## config.mk

```make
export PLATFORM = sky130hd
export DESIGN_NAME = mc_ctrl
export DESIGN_NICKNAME = d
export VERILOG_FILES = /design/src/rtl/mc_pkg.sv /design/src/rtl/mc_alu_dec.sv /design/src/rtl/mc_ctrl.sv
export SDC_FILE = /design/constraint.sdc
export NUM_CORES = 1
export LEC_CHECK = 0
export BUFFER_PORTS_ARGS = -buffer_cell sky130_fd_sc_hd__buf_2
export CORE_MARGIN = 1.5
export CORE_UTILIZATION = 35
export CTS_BUF_LIST = sky130_fd_sc_hd__clkbuf_8
export DETAILED_ROUTE_END_ITERATION = 10
export RECOVER_POWER = 50
export SLEW_MARGIN = 15
export SYNTH_ARGS = -nofsm -noshare
export SYNTH_HDL_FRONTEND = slang
export SYNTH_SLANG_ARGS = --single-unit
```

## constraint.sdc

```tcl
create_clock -name clk -period 4.45 [get_ports clk]
set_input_delay 0.2225 -clock clk [delete_from_list [all_inputs] [get_ports clk]]
set_output_delay 0.2225 -clock clk [all_outputs]
set_load 0.05 [all_outputs]
```

## src/rtl/mc_pkg.sv

```systemverilog
// Shared encodings for the multicycle MIPS-subset CPU: ALU ops, opcodes,
// R-type function codes, control FSM states and datapath mux selects.
package mc_pkg;

  localparam logic [2:0] ALU_ADD  = 3'b000;
  localparam logic [2:0] ALU_SUB  = 3'b001;
  localparam logic [2:0] ALU_OR   = 3'b010;
  localparam logic [2:0] ALU_AND  = 3'b011;
  localparam logic [2:0] ALU_SLT  = 3'b100;
  localparam logic [2:0] ALU_NOR  = 3'b101;
  localparam logic [2:0] ALU_PASS = 3'b110;
  localparam logic [2:0] ALU_SRL  = 3'b111;

  localparam logic [5:0] OP_R    = 6'b000000;
  localparam logic [5:0] OP_LW   = 6'b100011;
  localparam logic [5:0] OP_SW   = 6'b101011;
  localparam logic [5:0] OP_BEQ  = 6'b000100;
  localparam logic [5:0] OP_ADDI = 6'b001000;
  localparam logic [5:0] OP_ORI  = 6'b001101;
  localparam logic [5:0] OP_J    = 6'b000010;

  localparam logic [5:0] FN_ADD = 6'b100000;
  localparam logic [5:0] FN_SUB = 6'b100010;
  localparam logic [5:0] FN_OR  = 6'b100101;
  localparam logic [5:0] FN_AND = 6'b100100;
  localparam logic [5:0] FN_SLT = 6'b101010;
  localparam logic [5:0] FN_NOR = 6'b100111;
  localparam logic [5:0] FN_SRL = 6'b000010;

  localparam logic       SRCA_PC     = 1'b0;
  localparam logic       SRCA_REG    = 1'b1;
  localparam logic [1:0] SRCB_REG    = 2'b00;
  localparam logic [1:0] SRCB_FOUR   = 2'b01;
  localparam logic [1:0] SRCB_IMM    = 2'b10;
  localparam logic [1:0] SRCB_IMM_SH = 2'b11;

  localparam logic [1:0] PC_ALU    = 2'b00;
  localparam logic [1:0] PC_ALUOUT = 2'b01;
  localparam logic [1:0] PC_JUMP   = 2'b10;

  typedef enum logic [3:0] {
    S_RST, FETCH, DECODE, MEMADR, MEMRD, MEMWB, MEMWR,
    REXEC, RWB, IEXEC, IWB, BRANCH, JUMP
  } state_t;

endpackage

```

## src/rtl/mc_alu_dec.sv

```systemverilog
// R-type function decoder: maps funct to an ALU operation and flags
// function codes the CPU does not implement.
module mc_alu_dec
  import mc_pkg::*;
(
  input  logic [5:0] funct_i,
  output logic [2:0] aluop_o,
  output logic       illegal_o
);

  always_comb begin
    aluop_o   = ALU_ADD;
    illegal_o = 1'b0;
    case (funct_i)
      FN_ADD:  aluop_o = ALU_ADD;
      FN_SUB:  aluop_o = ALU_SUB;
      FN_OR:   aluop_o = ALU_OR;
      FN_AND:  aluop_o = ALU_AND;
      FN_SLT:  aluop_o = ALU_SLT;
      FN_NOR:  aluop_o = ALU_NOR;
      FN_SRL:  aluop_o = ALU_SRL;
      default: illegal_o = 1'b1;
    endcase
  end

endmodule

```

## src/rtl/mc_ctrl.sv

```systemverilog
// Multicycle control FSM: sequences fetch/decode/execute for the MIPS subset
// and drives every datapath enable, mux select and ALU operation.
module mc_ctrl
  import mc_pkg::*;
#(
  parameter int ALUOP_W     = 3,
  parameter bit MEM_WAIT_EN = 1'b1
) (
  input  logic               clk,
  input  logic               rst,
  input  logic [5:0]         opcode_i,
  input  logic [5:0]         funct_i,
  input  logic               zero_i,
  input  logic               mem_ready_i,
  output logic [ALUOP_W-1:0] aluop_o,
  output logic               alu_src_a_o,
  output logic [1:0]         alu_src_b_o,
  output logic [1:0]         pc_src_o,
  output logic               pc_en_o,
  output logic               iord_o,
  output logic               mem_read_o,
  output logic               mem_write_o,
  output logic               ir_write_o,
  output logic               reg_dst_o,
  output logic               mem_to_reg_o,
  output logic               reg_write_o,
  output logic               instr_done_o,
  output logic               illegal_o
);

  state_t     r_state;
  state_t     w_next;
  logic [2:0] w_aluop;
  logic [2:0] w_dec_aluop;
  logic       w_dec_illegal;
  logic       w_ready;

  assign w_ready = MEM_WAIT_EN ? mem_ready_i : 1'b1;
  assign aluop_o = ALUOP_W'(w_aluop);

  mc_alu_dec u_alu_dec (
    .funct_i   (funct_i),
    .aluop_o   (w_dec_aluop),
    .illegal_o (w_dec_illegal)
  );

  always_ff @(posedge clk or posedge rst) begin
    if (rst) r_state <= S_RST;
    else     r_state <= w_next;
  end

  always_comb begin
    w_next       = r_state;
    w_aluop      = ALU_ADD;
    alu_src_a_o  = SRCA_PC;
    alu_src_b_o  = SRCB_REG;
    pc_src_o     = PC_ALU;
    pc_en_o      = 1'b0;
    iord_o       = 1'b0;
    mem_read_o   = 1'b0;
    mem_write_o  = 1'b0;
    ir_write_o   = 1'b0;
    reg_dst_o    = 1'b0;
    mem_to_reg_o = 1'b0;
    reg_write_o  = 1'b0;
    instr_done_o = 1'b0;
    illegal_o    = 1'b0;
    case (r_state)
      S_RST: w_next = FETCH;
      FETCH: begin
        mem_read_o  = 1'b1;
        alu_src_b_o = SRCB_FOUR;
        // PC and IR only load in the cycle memory returns the instruction
        if (w_ready) begin
          ir_write_o = 1'b1;
          pc_en_o    = 1'b1;
          w_next     = DECODE;
        end
      end
      DECODE: begin
        alu_src_b_o = SRCB_IMM_SH;
        case (opcode_i)
          OP_LW, OP_SW:    w_next = MEMADR;
          OP_R:            w_next = REXEC;
          OP_ADDI, OP_ORI: w_next = IEXEC;
          OP_BEQ:          w_next = BRANCH;
          OP_J:            w_next = JUMP;
          default: begin
            illegal_o    = 1'b1;
            instr_done_o = 1'b1;
            w_next       = FETCH;
          end
        endcase
      end
      MEMADR: begin
        alu_src_a_o = SRCA_REG;
        alu_src_b_o = SRCB_IMM;
        w_next      = (opcode_i == OP_LW) ? MEMRD : MEMWR;
      end
      MEMRD: begin
        mem_read_o = 1'b1;
        iord_o     = 1'b1;
        if (w_ready) w_next = MEMWB;
      end
      MEMWB: begin
        reg_write_o  = 1'b1;
        mem_to_reg_o = 1'b1;
        instr_done_o = 1'b1;
        w_next       = FETCH;
      end
      MEMWR: begin
        mem_write_o = 1'b1;
        iord_o      = 1'b1;
        if (w_ready) begin
          instr_done_o = 1'b1;
          w_next       = FETCH;
        end
      end
      REXEC: begin
        alu_src_a_o = SRCA_REG;
        if (w_dec_illegal) begin
          illegal_o    = 1'b1;
          instr_done_o = 1'b1;
          w_next       = FETCH;
        end else begin
          w_aluop = w_dec_aluop;
          w_next  = RWB;
        end
      end
      RWB: begin
        reg_write_o  = 1'b1;
        reg_dst_o    = 1'b1;
        instr_done_o = 1'b1;
        w_next       = FETCH;
      end
      IEXEC: begin
        alu_src_a_o = SRCA_REG;
        alu_src_b_o = SRCB_IMM;
        w_aluop     = (opcode_i == OP_ORI) ? ALU_OR : ALU_ADD;
        w_next      = IWB;
      end
      IWB: begin
        reg_write_o  = 1'b1;
        instr_done_o = 1'b1;
        w_next       = FETCH;
      end
      BRANCH: begin
        alu_src_a_o  = SRCA_REG;
        w_aluop      = ALU_SUB;
        pc_src_o     = PC_ALUOUT;
        pc_en_o      = zero_i;
        instr_done_o = 1'b1;
        w_next       = FETCH;
      end
      JUMP: begin
        pc_src_o     = PC_JUMP;
        pc_en_o      = 1'b1;
        instr_done_o = 1'b1;
        w_next       = FETCH;
      end
      default: w_next = S_RST;
    endcase
  end

endmodule

```

; ---- Yosys cells after proc, flatten, opt, wreduce, memory -nomap -nowiden
; Cells that the tools add are included.
[word_totals]
ff_bits = 4
out_inout_bits = 18
[op_classes]
n_mux = 27
n_reduce_logical = 14
n_eq_ne = 28
[op_table]
columns = cell, n
row1 = "6-bit equality test, second input constant", 8
row2 = 4-bit one-hot mux with 8 select lines, 1
row3 = "4-bit equality test, second input constant", 5
row4 = 4-bit one-hot mux with 5 select lines, 1
row5 = 3-bit one-hot mux with 6 select lines, 1
row6 = "4-bit by 3-bit equality test with 1-bit output, second input constant", 4
row7 = 4-bit two-way mux, 4
row8 = 7-bit OR reduction, 2
row9 = "6-bit by 2-bit equality test with 1-bit output, second input constant", 2
row10 = "6-bit by 4-bit equality test with 1-bit output, second input constant", 2
row11 = 1-bit two-way mux, 11
row12 = 2-bit OR reduction, 5
row13 = 3-bit one-hot mux with 3 select lines, 1
row14 = "4-bit by 2-bit equality test with 1-bit output, second input constant", 2
row15 = "6-bit by 3-bit equality test with 1-bit output, second input constant", 1
row16 = 6-bit logical NOT, 1
row17 = "2-bit inequality test, second input constant", 3
row18 = 2-bit one-hot mux with 3 select lines, 1
row19 = 6-bit OR reduction, 1
row20 = 5-bit OR reduction, 1
row21 = "4-bit by 1-bit equality test with 1-bit output, second input constant", 1
row22 = 4-bit logical NOT, 1
row23 = 2-bit two-way mux, 2
row24 = 1-bit one-hot mux with 4 select lines, 1
row25 = 7 further kinds, 7

; ---- Longest topological paths before layout
[logic_depth]
ltp_word = 4
depth_mapped = 5

; ---- Hierarchy
; From an unflattened synthesis, not the netlist that was laid out.
[unflattened]
cells_unflattened = 120
area_unflattened_um2 = 844.6
[modules_own_cells]
columns = module, area_each_um2, cells_per_inst, n_inst, seq_area_each_um2
row1 = mc_ctrl, 719.4, 102, 1, 100.1
row2 = mc_alu_dec, 125.1, 18, 1, 0.0

; ---- Least setup slack after synthesis
; OpenSTA, ideal clock, no wires.
[synth_path]
kind = register -> output
start = register r_state[1]
end = output pc_en_o
path_slack_ns = 1.254
required_ns = 4.228
arrival_ns = 2.974
path_buffers = 1
stages_incl_launch_ff = 5
path_cell_list = dfrtp_1 > buf_2 > nand2b_1 > nor4b_1 > a211o_1
[synth_between]
elab_chain_len = 2
[synth_rtl]
columns = item, line
row1 = "start, declared", mc_ctrl.sv:31  ; state_t r_state;
row2 = "start signal, assigned", mc_ctrl.sv:49  ; else r_state <= w_next;
row3 = 4-bit equality test / 4-bit by 1-bit equality test with 1-bit output (equally long branches), mc_ctrl.sv:68  ; case (r_state)
row4 = 1-bit one-hot mux with 3 select lines (*), mc_ctrl.sv:68
row5 = "end, declared", mc_ctrl.sv:19  ; output logic pc_en_o,
; Mark *: on every way between the ends. The rest lies on a longest branch, timed or not.

; ---- Worst setup path in the final report
[layout_path]
start = register r_state[0]
end = output aluop_o[1]
[layout_between]
elab_chain_len = 2
[layout_rtl]
columns = item, line
row1 = 4-bit equality test / 4-bit by 3-bit equality test with 1-bit output (equally long branches), mc_ctrl.sv:68
row2 = 3-bit one-hot mux with 3 select lines (*), mc_ctrl.sv:68
row3 = "end, declared", mc_ctrl.sv:15  ; output logic [ALUOP_W-1:0] aluop_o,
; Marks and branches as above.

==> reports/results.txt <==
Maxcap violations = 0
Wire length reported by the detailed router = 1.95 mm
Detail Placement HPWL = 1.54 mm
Highest-delay cell along the critical path = sky130_fd_sc_hd__dfrtp_1
Residual overflow from global routing = 0
Synthesized netlist net count = 111
Clock tree from TritonCTS = built
Max reg flops = 4
Count of routing violations after the opening detailed-route iteration = 8
Wire length per cell = 12.6 um
Max Transition Viols Final = 0
Outcome = finished, final reports clean
Terminus of the critical flop-to-flop path = r_state[3]$_DFFE_PP0P_
Setup Skew = 0.00183 ns
Largest voltage drop on the vdd net = 0.406 mV
Slew headroom = 60.7%
Core ar. = 1920 um2
Registers with the most flip-flops = r_state x4
Most area-hungry cell type in the Yosys netlist = sky130_fd_sc_hd__dfrtp_1
Pin count of the biggest net entering global routing = 16
Number of sinks handled by clock tree synthesis = 4
Number of library cell types mapped by synthesis = 45
Kind of start point of the critical path = flop
Vias in the first global route = 764
Tightest Hold Check Type = input port to flop
Mapped cell area = 701 um2
Via/cell ratio = 5.57
Post-CTS Setup Inserts = 0
Kind of critical path = flop to output pin
Clock H-tree levels = 1
Largest register by flop count = r_state
Number of primary I/O pins = 34
Number of flops mapped to enable cells by yosys = 0
Initial antenna violation count = 0
Share of the synthesized netlist area taken by xor and xnor gates = 2.50%
Port Buffers = 33
Share of final-layout standard cells stronger than drive strength 1 = 30.5%
Largest fanout on the critical path = 14
Die width = 47.7 um
Worst-path cell chain = inv_1 -> or3_1 -> a2111oi_4 -> o2bb2ai_1 -> buf_2
Hold Crit Start = mem_ready_i
Number of buffers on the longest clock path = 2
Initial DRT Pass Iterations = 4
Share of the synthesized area in the top cell type = 14.3%
Static Leak = 0.421 nW
Overall global routing resource usage = 18.5%
Vert. Die Dim = 47.7 um
Seq cells post-synth = 4
Cell area reported after detailed placement = 882 um2
Worst stage delay on the critical path = 0.59 ns
Worst-Margin Slew = 0.593 ns
Share of flip-flops with an asynchronous set or reset after synthesis = 100%
Final-layout fill cell count = 226
Fraction of synthesized area in multiplexers = 0%
Unrepaired setup endpoints after global routing = false
Post-CTS clock slew at the launch and capture registers of the worst setup and hold paths = 0.03 ns
Standard-cell row count = 16
Final min period = 2.55 ns
Post-cts repair resize count = 0
Final #Nets = 146
Via count = 864
First-pass GRT wire length = 3.13 mm
Detail Route Antenna Nets = 0
Average footprint of a synthesized cell = 7.38 um2
Antenna Diode Count = 0
Total die area = 2280 um2
TNS Setup = 0 ns
FF-to-FF path depth = 4
Final setup viols = 0
Arr. time, crit path = 2.32 ns
Inserted Clock Buffers = 3
Quantity of hold-fixing buffers added after cts = 1
Number of hold violations in the final report = 0
Fmax achieved = 393 MHz
Placer congestion estimate = 0.811
WP data required = 4.23 ns
Compound-Gate Fraction of Synth Area = 35.4%
Post-synthesis to final-layout area growth = 31.1%
Final clock period utilization by the worst path = 57.2%
Source-to-sink clock delay at the later pin of the worst-skew pair = 0.21 ns
Reg2reg start = r_state[0]$_DFFE_PP0P_
Initial core utilization = 36.5%
End point of the most critical hold path = r_state[2]$_DFFE_PP0P_
Proportion of synthesized chip area in sequential cells = 14.3%
Adder and majority gate portion of the synthesized area = 0%
Synthesized netlist cell count = 95
Yosys warnings = 0
Dominant combinational cell family by area after synthesis = simple AND/OR/NAND/NOR gates
Endpoint class of the critical path = output pin
Cell area after layout = 918 um2
Top cells by area in the synthesized netlist = sky130_fd_sc_hd__dfrtp_1 14%, sky130_fd_sc_hd__a211oi_1 5.4%, sky130_fd_sc_hd__nand2b_1 5.4%, sky130_fd_sc_hd__nor2_1 5.4%, sky130_fd_sc_hd__a2111oi_4 3.9%
Worst R2R Setup Slack = 2.85 ns
Synth Area in Simple Gates = 42.1%
Ys flop type = sky130_fd_sc_hd__dfrtp_1
DRC violations left = 0
Cell area power density = 591 nW/um2
Hold Path Stages = 4
Root Driver = sky130_fd_sc_hd__clkbuf_8
placed cells by master (no fill, tap or decap), drive strengths merged, types with 2 or more instances in the layout:
| cell type | instances |
|---|---|
| buf | 28 |
| nor2 | 10 |
| clkbuf | 8 |
| nand2b | 6 |
| a21oi | 6 |
| inv | 6 |
| a211oi | 5 |
| nor3 | 5 |
| nand2 | 5 |
| o21ai | 4 |
| dfrtp | 4 |
| nor2b | 3 |
| a211o | 3 |
| or3 | 3 |
| nor4b | 2 |
| o211ai | 2 |
| o22ai | 2 |
| and4b | 2 |
| or2 | 2 |
| or4b | 2 |
routing by layer:
layer  routed length, um  vias up  track usage [%]
li1                    -      438                -
met1                 890      408             23.7
met2                1010       18             33.9
met3                  52        0             1.51
met4                   0        0             3.24
met5                   0        -                0
worst max-delay path: cells and delay by family (launching register included):
kind	cells	cell delay [ns]
flops	1	0.59
buf+inv	2	0.48
compound gates	2	0.53
simple gates	1	0.50
worst max path at each step:
| stage | start | endpoint | slack [ns] | cells past startpoint |
|---|---|---|---|---|
| global placement | r_state[2]$_DFFE_PP0P_ | aluop_o[1] | 2.29 | 5 |
| CTS | r_state[2]$_DFFE_PP0P_ | aluop_o[1] | 2.00 | 5 |
| floorplan | r_state[1]$_DFFE_PP0P_ | pc_en_o | 1.25 | 4 |
| detailed placement | r_state[2]$_DFFE_PP0P_ | aluop_o[1] | 2.24 | 5 |
| global route | r_state[0]$_DFFE_PP0P_ | aluop_o[1] | 1.77 | 5 |
| finish | r_state[0]$_DFFE_PP0P_ | aluop_o[1] | 1.90 | 5 |
layout make-up:
class                      count  area [um2]  share of cell area (%)
timing repair buffer          34         169                    18.4
tap                           27        33.8                    3.68
multi-input combinational     81         552                    60.1
inverter                       6        22.5                    2.45
sequential                     4         100                    10.9
clock buffer                   3        41.3                    4.50
cell families (layout without fill, tap and decap cells):
kind of cell | Yosys count | after routing
and+or+nand+nor | 47 | 47
AOI/OAI and AO/OA | 32 | 32
buffers and inverters | 10 | 43
DFF | 4 | 4
xor gates and xnor gates | 2 | 2
power by group:
part           switching, mW  total (mW)  internal, mW
Combinational          0.277       0.377         0.100
Sequential            0.0431      0.0920        0.0488
Clock                 0.0164      0.0738        0.0574
Total                  0.337       0.543         0.207
cell usage after synthesis, types with 2 or more instances:
cell                       number
sky130_fd_sc_hd__nor4b_1        2
sky130_fd_sc_hd__or3_4          2
sky130_fd_sc_hd__a21oi_1        5
sky130_fd_sc_hd__nand2b_1       6
sky130_fd_sc_hd__nor2_1        10
sky130_fd_sc_hd__a211o_1        3
sky130_fd_sc_hd__nor3_1         5
sky130_fd_sc_hd__nor2b_1        3
sky130_fd_sc_hd__dfrtp_1        4
sky130_fd_sc_hd__o211ai_1       2
sky130_fd_sc_hd__a211oi_1       5
sky130_fd_sc_hd__o21ai_0        4
sky130_fd_sc_hd__inv_1          5
sky130_fd_sc_hd__nand2_1        5
sky130_fd_sc_hd__clkbuf_1       2
sky130_fd_sc_hd__o22ai_1        2
sky130_fd_sc_hd__buf_2          2
metrics by stage:
stage | hold slack [ns] | std cells | worst slack (ns) | total power [mW] | utilization (%)
6_report | 0.406 | 155 | 1.90 | 0.543 | 47.8
4_1_cts | 0.413 | 155 | 2.00 | 0.557 | 48.6
2_1_floorplan | -0.0114 | 95 | 1.25 | 0.394 | -
5_1_grt | 0.452 | 155 | 1.77 | 0.585 | 47.8
3_5_place_dp | 0.100 | 151 | 2.24 | 0.478 | 45.9
3_3_place_gp | 0.103 | 151 | 2.29 | 0.476 | 45.9
Note: power is estimated with default switching activity, not from simulation.
